**config.mk**
```make
export PLATFORM = sky130hd
export DESIGN_NAME = fma_bf16_arbiter
export DESIGN_NICKNAME = d
export VERILOG_FILES = /design/src/rtl/fma_arb_pkg.sv /design/src/rtl/rr_arbiter.sv /design/src/rtl/fma_bf16_arbiter.sv
export SDC_FILE = /design/constraint.sdc
export NUM_CORES = 1
export LEC_CHECK = 0
export CAP_MARGIN = 20
export CORE_MARGIN = 4
export CORE_UTILIZATION = 30
export DETAILED_ROUTE_END_ITERATION = 8
export GPL_TIMING_DRIVEN = 1
export PLACE_DENSITY_LB_ADDON = 0.3
export REMOVE_ABC_BUFFERS = 1
export SETUP_SLACK_MARGIN = 0.2
export SLEW_MARGIN = 40
export SYNTH_ARGS = -nofsm -noshare
export SYNTH_HDL_FRONTEND = slang
export SYNTH_SLANG_ARGS = --single-unit
```
**constraint.sdc**
```tcl
create_clock -name clk -period 3.5 [get_ports clk]
set_clock_uncertainty 0.2 [all_clocks]
set_input_delay 0.7 -clock clk [delete_from_list [all_inputs] [get_ports clk]]
set_output_delay 0.7 -clock clk [all_outputs]
set_load 0.01 [all_outputs]
```
**src/rtl/fma_arb_pkg.sv**
```systemverilog
// Shared types and constants for schedulers that front the BF16 FMA unit.
package fma_arb_pkg;

    localparam int unsigned MAX_N_REQ = 16;
    localparam int unsigned IDX_W_MAX = $clog2(MAX_N_REQ);

    typedef logic [15:0] bf16_t;

    localparam bf16_t BF16_ONE = 16'h3F80;

    // Requester tag carried alongside an op through the FMA pipe.
    typedef struct packed {
        logic                 valid;
        logic [IDX_W_MAX-1:0] idx;
    } fma_tag_t;

endpackage

```
**src/rtl/rr_arbiter.sv**
```systemverilog
// Round-robin arbiter: first asserted request at or after ptr (modulo N) wins.
module rr_arbiter #(
    parameter int unsigned N = 4
) (
    input  logic [N-1:0]         req,
    input  logic [$clog2(N)-1:0] ptr,
    input  logic                 en,
    output logic [N-1:0]         grant,
    output logic [$clog2(N)-1:0] idx
);

    localparam int unsigned IW = $clog2(N);

    logic found;

    always_comb begin
        grant = '0;
        idx   = '0;
        found = 1'b0;
        for (int unsigned k = 0; k < N; k++) begin
            automatic int unsigned pos = (32'(ptr) + k) % N;
            if (en && !found && req[pos]) begin
                grant[pos] = 1'b1;
                idx        = IW'(pos);
                found      = 1'b1;
            end
        end
    end

endmodule

```
**src/rtl/fma_bf16_arbiter.sv**
```systemverilog
// Round-robin scheduler sharing one pipelined BF16 FMA among N_REQ requesters.
// Optional tag/result consistency check built when FMA_ARB_ERR_CHECK_EN is defined.
module fma_bf16_arbiter
    import fma_arb_pkg::*;
#(
    parameter int unsigned N_REQ   = 4,
    parameter int unsigned LATENCY = 2
) (
    input  logic                clk,
    input  logic                rst_n,
    input  logic                en,
    input  logic [N_REQ-1:0]    req_valid,
    output logic [N_REQ-1:0]    req_ready,
    input  logic [N_REQ*16-1:0] req_mul0,
    input  logic [N_REQ*16-1:0] req_mul1,
    input  logic [N_REQ*16-1:0] req_add,
    output logic [N_REQ-1:0]    rsp_valid,
    output logic [15:0]         rsp_data,
    output logic                fma_in_valid,
    output logic [15:0]         fma_mul0,
    output logic [15:0]         fma_mul1,
    output logic [15:0]         fma_add,
    input  logic [15:0]         fma_out,
    input  logic                fma_out_valid,
    output logic                busy,
    output logic                err
);

    localparam int unsigned IW = $clog2(N_REQ);
    localparam int unsigned CW = $clog2(LATENCY + 2);

    logic [IW-1:0]    rr_ptr_q, rr_ptr_d;
    logic [N_REQ-1:0] grant;
    logic [IW-1:0]    grant_idx;
    logic             hs;
    fma_tag_t         tag_in;
    fma_tag_t         tag_q [LATENCY];
    fma_tag_t         head;
    logic [CW-1:0]    cnt_q, cnt_d;
    logic [N_REQ-1:0] rsp_valid_q, rsp_valid_d;
    bf16_t            rsp_data_q;

    // Gating with rst_n keeps req_ready low for the whole reset interval.
    rr_arbiter #(
        .N (N_REQ)
    ) u_rr_arbiter (
        .req   (req_valid),
        .ptr   (rr_ptr_q),
        .en    (en & rst_n),
        .grant (grant),
        .idx   (grant_idx)
    );

    assign req_ready    = grant;
    assign hs           = |grant;
    assign fma_in_valid = hs;

    always_comb begin
        fma_mul0 = '0;
        fma_mul1 = '0;
        fma_add  = '0;
        if (hs) begin
            fma_mul0 = req_mul0[32'(grant_idx)*16 +: 16];
            fma_mul1 = req_mul1[32'(grant_idx)*16 +: 16];
            fma_add  = req_add[32'(grant_idx)*16 +: 16];
        end
    end

    always_comb begin
        rr_ptr_d = rr_ptr_q;
        if (hs) begin
            rr_ptr_d = (grant_idx == IW'(N_REQ - 1)) ? '0 : grant_idx + IW'(1);
        end
    end

    always_comb begin
        tag_in       = '0;
        tag_in.valid = hs;
        tag_in.idx   = IDX_W_MAX'(grant_idx);
    end

    assign head = tag_q[LATENCY-1];

    always_ff @(posedge clk or negedge rst_n) begin
        if (!rst_n) begin
            for (int s = 0; s < int'(LATENCY); s++) begin
                tag_q[s] <= '0;
            end
        end else begin
            tag_q[0] <= tag_in;
            for (int s = 1; s < int'(LATENCY); s++) begin
                tag_q[s] <= tag_q[s-1];
            end
        end
    end

    always_comb begin
        cnt_d = cnt_q;
        case ({hs, head.valid})
            2'b10:   cnt_d = cnt_q + CW'(1);
            2'b01:   cnt_d = cnt_q - CW'(1);
            default: cnt_d = cnt_q;
        endcase
    end

    always_comb begin
        rsp_valid_d = '0;
        for (int unsigned i = 0; i < N_REQ; i++) begin
            rsp_valid_d[i] = head.valid && (head.idx == IDX_W_MAX'(i));
        end
    end

    always_ff @(posedge clk or negedge rst_n) begin
        if (!rst_n) begin
            rr_ptr_q    <= '0;
            cnt_q       <= '0;
            rsp_valid_q <= '0;
            rsp_data_q  <= '0;
        end else begin
            rr_ptr_q    <= rr_ptr_d;
            cnt_q       <= cnt_d;
            rsp_valid_q <= rsp_valid_d;
            if (head.valid) begin
                rsp_data_q <= fma_out;
            end
        end
    end

    assign rsp_valid = rsp_valid_q;
    assign rsp_data  = rsp_data_q;
    assign busy      = (cnt_q != '0) || (|req_valid);

`ifdef FMA_ARB_ERR_CHECK_EN
    logic err_q;

    always_ff @(posedge clk or negedge rst_n) begin
        if (!rst_n) begin
            err_q <= 1'b0;
        end else if (fma_out_valid != head.valid) begin
            err_q <= 1'b1;
        end
    end

    assign err = err_q;
`else
    logic unused_fma_out_valid;

    assign unused_fma_out_valid = fma_out_valid;
    assign err                  = 1'b0;
`endif

endmodule

```
==> flow_summary.json, run 1 <==
{
  "drt.antenna.violating_nets": 0,
  "final_util_pct": 67.26,
  "total_leakage_power_nw": 3.131,
  "critical_path.max_fanout": 7,
  "count_of_distinct_cell_types_in_the_synthesized_netlist": 39,
  "detail_route.wl_per_cell_um": 19.68,
  "yosys_warnings": 0,
  "flow.area_growth_from_synthesis_pct": 115.6,
  "placed_cells_incl_taps": 845,
  "p_per_area_nw_per_um2": 536.9,
  "slew_headroom_pct": 46.91,
  "ir_drop_mv": 0.5177,
  "cts.path.max_buffers": 2,
  "starting_density_of_the_core_pct": 31.20,
  "initial_antenna_violation_count": 0,
  "synth.top_cell.area_share_pct": 21.81,
  "synth_cells": 410,
  "initialDrtViolationCount": 270,
  "post_cts_hold_buffer_count": 0,
  "failing_checks": "setup timing",
  "synth_seq_area_share_pct": 21.81,
  "die_h_um": 115.1,
  "gp_congestion": 0.9617,
  "core.rowCount": 38,
  "post_route_cells_drive_above_1_share_pct": 31.44,
  "place_hpwl_mm": 13.15,
  "fin_crit_sh_pct": 115.4,
  "multi_input_comb_area_um2": 2636,
  "area.sequential_um2": 750.7,
  "first_global_vias": 4992,
  "grt_first_pass_wirelength_mm": 25.16,
  "yosys_most_used_dff": "dfrtp_1",
  "cpMaxStageDelayCell": "mux4_2",
  "num_io_pins": 291,
  "timing.hold.worst.class": "flop to flop",
  "final_layout_worst_hold_slack_ps": 143.3,
  "end_kind": "output pin",
  "number_of_synthesized_flops_with_an_enable_pin": 0,
  "timing_worst_setup_path_type": "flop to output pin",
  "finalNonFillerCells": 883,
  "chipWidth_um": 115.1,
  "detail_route.wirelength_mm": 17.37,
  "tritoncts": "done",
  "start_kind": "flop",
  "route.detailed.drc": 0,
  "maximum_single_stage_delay_on_the_critical_path_ps": 570,
  "report.final.slew_viol_count": 0,
  "worstPathCellList": "inv_2 -> ha_4 -> mux4_2 -> buf_6 -> nand3b_1 -> a21oi_2 -> a221o_1 -> nor4_4 -> buf_6 -> buf_6 -> clkbuf_16 -> a311oi_1 -> buf_2",
  "worst_slew_pin_slew_ps": 796.3,
  "synth_largest_area_cell": "dfrtp_1",
  "setup_violations": 50,
  "die_area_um2": 13250,
  "clockRootBuffer": "clkbuf_16",
  "most_frequent_cell_on_the_critical_path": "buf_6",
  "peak_clock_frequency_supported_by_timing_mhz": 247.6,
  "numCtsBuffers": 5,
  "synth_area_per_cell_um2": 8.395,
  "grt_max_degree": 33,
  "share_of_synthesized_registers_carrying_an_async_set_or_reset_pct": 100.0,
  "dr_total_vias": 4873,
  "cts-htree-levels": 2,
  "gr-total-overflow": 0,
  "numPortBuffers": 288,
  "clk_latency_worst_skew_pair_ps": 270,
  "ys_top_cells_by_count": "55 x nand2_1, 49 x a211oi_1, 49 x and3_1, 49 x nand3_1",
  "core_area_um2": 11030,
  "status": "complete, but fails checks",
  "cts.reportedPaths.clkPinSlew_ps": 50,
  "fin_ws_ps": -539.5,
  "grt_setup_unrepaired": "yes",
  "required_ps": 2600,
  "clock_sinks": 30,
  "fillerInstances": 907,
  "timing.max_cap.violations": 0,
  "cp.arrival_ps": 3140,
  "yosys-top-cells-area": "dfrtp_1 22%, a211oi_1 11%, and3_1 8.9%",
  "routed_via_density": 5.519,
  "hold_violation_count_in_the_final_report": 0,
  "synth.cell_area_um2": 3442,
  "min_period_ps": 4040,
  "postSynthRegisterBits": 30,
  "first_pass_iters": 4,
  "groute.usage.overall_pct": 23.70,
  "post-synth-top-count-cell": "nand2_1",
  "num-nets-final": 966,
  "totalPowerFinal_w": 0.003983,
  "setup_total_negative_slack_ps": -25150
}
[worst paths after layout]
check	start	end	slack (ps)	depth (start not counted)
worst max-delay path	rr_ptr_q[0]	fma_add[8]	-540	13
worst min-delay path	tag_q[6]	head[1]	140	0
worst max register to register	rr_ptr_q[0]	cnt_q[1]	-120	17
worst min register to register	tag_q[6]	head[1]	140	0
max in group asynchronous	rst_n	rsp_data[7]	2290	2
min in group asynchronous	rst_n	rsp_data[11]	190	1
[area by class of cell]
class | instances | area share [%]
antenna | 2 | 0.06745
clock buffer | 7 | 1.788
inverter | 5 | 0.2867
multi-input combinational | 323 | 35.53
sequential | 30 | 10.12
tap | 140 | 2.361
timing repair buffer | 376 | 49.85
[per-layer routing]
metal / part of all wire (%) / up-vias / global-route usage (%)
li1: - / 2262 / -
met1: 35 / 2314 / 25.81
met2: 52 / 237 / 42.40
met3: 7.6 / 60 / 5.789
met4: 5.1 / 0 / 12.28
met5: 0 / - / 0
[placed cells by master (no fill, tap or decap), drive strengths merged, types with 5 or more instances in the layout]
| master | netlist | routed |
|---|---|---|
| clkdlybuf4s50 | 0 | 230 |
| buf | 24 | 142 |
| nand2 | 56 | 56 |
| nand3 | 49 | 49 |
| and3 | 49 | 49 |
| a211oi | 49 | 49 |
| a311oi | 48 | 48 |
| dfrtp | 30 | 30 |
| mux2 | 18 | 18 |
| clkbuf | 28 | 10 |
| ha | 9 | 9 |
| a21oi | 6 | 6 |
| nor2 | 5 | 5 |
| inv | 5 | 5 |
[critical path, delay by kind of cell, from the launching register on]
kind,cells,cell delay [ps]
AO/OA/AOI/OAI,3,410
adder cells (fa/ha/maj),1,280
buffers and inverters,6,830
flip-flops,1,370
multiplexers,1,570
AND/OR/NAND/NOR,2,390
[power breakdown]
part           internal [W]  total, W  leakage [nW]  switching [W]
sequential         0.000490  0.000598         0.369       0.000108
clock              0.000258  0.000385        0.0640       0.000127
combinational       0.00169   0.00300          2.70        0.00131
total               0.00243   0.00398          3.13        0.00155
[per-stage QoR]
stage,worst slack (ps),instance area (um^2)
3_5_place_dp,-1233,6888
4_1_cts,-523.4,7103
3_3_place_gp,-1143,6888
2_1_floorplan,-2441,3161
5_1_grt,-709.1,7415
6_report,-539.5,7420
[cell families after synthesis]
logic type	after synthesis	synth area share, %
AOI/OAI and AO/OA	112	29.63
adders and majority gates	9	3.272
DFF	30	21.81
other	1	0.1089
buffers and inverters	57	8.724
xor gates and xnor gates	4	1.018
muxes	24	9.088
and+or+nand+nor	173	26.35
[timing repair]
| item | 4_1_cts | 5_1_grt |
|---|---|---|
| gates resized for setup | 291 | 32 |
| setup endpoints to repair | 58 | 57 |
| pin swaps | 13 | 8 |
| gates cloned | 3 | 3 |
| setup buffers | 16 | 7 |
[registers in the layout, indices dropped and copies added, names as in the netlist]
name       cells
cnt_q          2
head           3
rr_ptr_q       2
rsp_data      16
rsp_valid      4
tag_q          3
No activity file was read; power rests on OpenSTA's default activity.
==> run 2: changes to the inputs <==
--- a/config.mk
+++ b/config.mk
@@ -7,7 +7,7 @@
 export LEC_CHECK = 0
 export CAP_MARGIN = 20
 export CORE_MARGIN = 4
-export CORE_UTILIZATION = 30
+export CORE_UTILIZATION = 29
 export DETAILED_ROUTE_END_ITERATION = 8
 export GPL_TIMING_DRIVEN = 1
 export PLACE_DENSITY_LB_ADDON = 0.3
@@ -16,4 +16,5 @@
 export SLEW_MARGIN = 40
 export SYNTH_ARGS = -nofsm -noshare
 export SYNTH_HDL_FRONTEND = slang
+export SYNTH_HIERARCHICAL = 1
 export SYNTH_SLANG_ARGS = --single-unit
==> run 2 against run 1 <==
Compared with the run above: the flow still finishes with violations (setup timing); register-to-register slack lost 310 ps; final area grew 5.9%; total power grew 32%; clock power shrank 25%; core utilization grew 5.2 points; global-route usage grew 0.56 points; non-clock buffer count grew 17; fmax shrank 1.6%; critical endpoint is now fma_mul0[8].
==> flow_summary.json, run 2 <==
{
  "status": "complete, but fails checks",
  "failing_checks": "setup timing",
  "synth.cell_area_um2": 3213,
  "yosys_warnings": 6,
  "grt_setup_unrepaired": "yes",
  "initialDrtViolationCount": 183,
  "worstSetupPathDepth": 16,
  "yosys-top-cells-area": "mux4_2 36%, dfrtp_1 23%, nor2b_1 9.7%",
  "synth_largest_area_cell": "mux4_2",
  "report.final.slew_viol_count": 0,
  "final_area_um2": 7855,
  "fin_crit_sh_pct": 117.3,
  "numCtsBuffers": 5,
  "groute.usage.overall_pct": 24.26,
  "die_h_um": 113.3,
  "routed_via_density": 5.083,
  "synth_area_per_cell_um2": 12.70,
  "count_of_distinct_cell_types_in_the_synthesized_netlist": 40,
  "chipWidth_um": 113.3,
  "synth_cells": 253,
  "grt_max_degree": 31,
  "largest_register_ffs": 16,
  "cts.reportedPaths.clkPinSlew_ps": 70,
  "first_global_vias": 4346,
  "share_of_synthesized_registers_carrying_an_async_set_or_reset_pct": 100.0,
  "timing.hold.worst.class": "flop to flop",
  "flow.area_growth_from_synthesis_pct": 144.5,
  "n_antenna_cell": 0,
  "tritoncts": "done",
  "fin_ws_ps": -604.0,
  "required_ps": 2600,
  "initial_antenna_violation_count": 0,
  "number_of_synthesized_flops_with_an_enable_pin": 0,
  "synth.top_cell.area_share_pct": 36.45,
  "critical_path.max_fanout": 8,
  "last_element_of_the_critical_path": "fma_mul0[8]",
  "worstReg2RegEnd": "cnt_q[1]",
  "detail_route.wirelength_mm": 17.34,
  "min_period_ps": 4104,
  "first_pass_iters": 5,
  "mostFrequentLayoutCell": "clkdlybuf4s50_1",
  "crit-reg2reg-launch": "rr_ptr_q[0]",
  "route.detailed.drc": 0,
  "ys_top_cells_by_count": "52 x mux4_2, 50 x nor2b_1, 30 x dfrtp_1, 20 x mux2_2, 12 x nand2_1",
  "drt.antenna.violating_nets": 0,
  "clk_latency_worst_skew_pair_ps": 280,
  "dp_slack_ps": -1124,
  "maximum_single_stage_delay_on_the_critical_path_ps": 520,
  "hold_violation_count_in_the_final_report": 0,
  "place_hpwl_mm": 11.14,
  "core_area_um2": 10840,
  "core.rowCount": 38,
  "num-nets-final": 856,
  "clockRootBuffer": "clkbuf_8",
  "starting_density_of_the_core_pct": 29.64,
  "total_leakage_power_nw": 3.190,
  "gp_congestion": 0.9327,
  "worstPathCellList": "buf_6 -> buf_12 -> mux4_2 -> buf_6 -> buf_4 -> nand2_1 -> o21a_1 -> o221ai_4 -> nor4_4 -> buf_6 -> buf_8 -> buf_12 -> buf_12 -> buf_16 -> nor2b_1 -> buf_2",
  "cts.path.max_buffers": 2,
  "post_cts_hold_buffer_count": 0,
  "grt_first_pass_wirelength_mm": 23.96,
  "numPortBuffers": 288,
  "area.sequential_um2": 752.0,
  "dpl-instance-area_um2": 6475,
  "timing_worst_setup_path_type": "flop to output pin",
  "ir_drop_mv": 0.3929,
  "cp.arrival_ps": 3200,
  "postSynthRegisterBits": 30,
  "cpMaxStageDelayCell": "mux4_2",
  "detail_route.wl_per_cell_um": 22.49,
  "critical_path.n_buffers_inverters": 10,
  "setup_violations": 54,
  "launch_point_of_the_worst_path": "rr_ptr_q[0]",
  "ff2ff_path_depth": 22,
  "post-synth-top-count-cell": "mux4_2",
  "clock_sinks": 30,
  "layout_common_cells": "231 x clkdlybuf4s50_1, 57 x buf_6, 52 x mux4_2",
  "yosys_most_used_dff": "dfrtp_1",
  "start_kind": "flop",
  "timing.max_cap.violations": 0,
  "reg2reg_setup_slack_ps": -430,
  "multi_input_comb_area_um2": 2615,
  "dr_total_vias": 3919,
  "die_area_um2": 12830,
  "synth_seq_area_share_pct": 23.36,
  "cts-htree-levels": 2,
  "p_per_area_nw_per_um2": 669.0,
  "gr-total-overflow": 0,
  "peak_clock_frequency_supported_by_timing_mhz": 243.7,
  "fillerInstances": 756,
  "post_route_cells_drive_above_1_share_pct": 45.96,
  "num_io_pins": 291,
  "worst_path_dominant_cell_family": "buffers and inverters",
  "end_kind": "output pin"
}
-- run 2: cell types whose count changed in the layout (fill, tap and decap cells not counted), moves of 33 or more --
cell / before / now
a211oi_1: 42 / 0
nand3_1: 49 / 0
nand2_1: 55 / 11
a311oi_2: 33 / 0
buf_6: 19 / 57
and3_1: 49 / 1
mux4_2: 4 / 52
-- run 2: kinds of logic (layout without fill, tap and decap cells) --
| family | count (synthesis) | in the layout | synth area share (%) |
|---|---|---|---|
| flip-flops | 30 | 30 | 23.36 |
| AND/OR/NAND/NOR | 80 | 80 | 16.16 |
| other | 1 | 1 | 0.1167 |
| XOR/XNOR | 3 | 3 | 0.8179 |
| multiplexers | 75 | 75 | 44.55 |
| buffers and inverters | 32 | 410 | 5.607 |
| adder cells (fa/ha/maj) | 10 | 10 | 3.894 |
| AO/OA/AOI/OAI | 22 | 22 | 5.491 |
-- run 2: report_power, final --
group	leakage [nW]	internal, W	switching (W)
clock network	0.0472	0.000158	0.000129
registers	0.371	0.000493	0.000103
logic	2.77	0.00265	0.00172
-- run 2: layout make-up --
class | count | share of cell area, %
timing repair buffer | 393 | 53.27
multi-input combinational | 191 | 33.29
sequential | 30 | 9.573
tap | 140 | 2.230
clock buffer | 6 | 1.051
inverter | 9 | 0.4301
clock inverter | 2 | 0.1593
-- run 2: timing repair --
| item | CTS | global route |
|---|---|---|
| pin swaps | 12 | 8 |
| resized for setup | 307 | 58 |
| cloned | 11 | 5 |
| setup buffers | 40 | 14 |
| setup endpoints to repair | 58 | 57 |
-- run 2: per-stage QoR --
| step | instances | TNS, ps | util [%] | power (W) | hold WS (ps) |
|---|---|---|---|---|---|
| 3_5_place_dp | 693 | -57060 | 59.73 | 0.003394 | 145.7 |
| 5_1_grt | 771 | -34080 | 72.46 | 0.005526 | 163.6 |
| 6_report | 771 | -27710 | 72.46 | 0.005255 | 156.9 |
| 2_1_floorplan | 230 | -231890 | - | 0.001982 | 131.2 |
| 3_3_place_gp | 693 | -54950 | 59.73 | 0.003351 | 131.4 |
| 4_1_cts | 752 | -23460 | 67.42 | 0.004633 | 157.6 |
-- run 2: metal layers --
| metal | up-vias | GRT usage [%] | share of wire [%] |
|---|---|---|---|
| met1 | 1941 | 25.97 | 34 |
| met3 | 38 | 7.647 | 8.6 |
| met2 | 204 | 45.89 | 55 |
| met4 | 0 | 6.170 | 2.5 |
| met5 | - | 0 | 0 |
| li1 | 1736 | - | - |
-- run 2: how the worst min path moves through the flow --
stage | cells after the start | from | endpoint
after floorplan | 0 | tag_q[5] | head[0]
after global placement | 0 | tag_q[6] | head[1]
after detailed placement | 0 | tag_q[5] | head[0]
after CTS | 0 | tag_q[9] | head[4]
after global routing | 0 | tag_q[5] | head[0]
final | 0 | tag_q[9] | head[4]
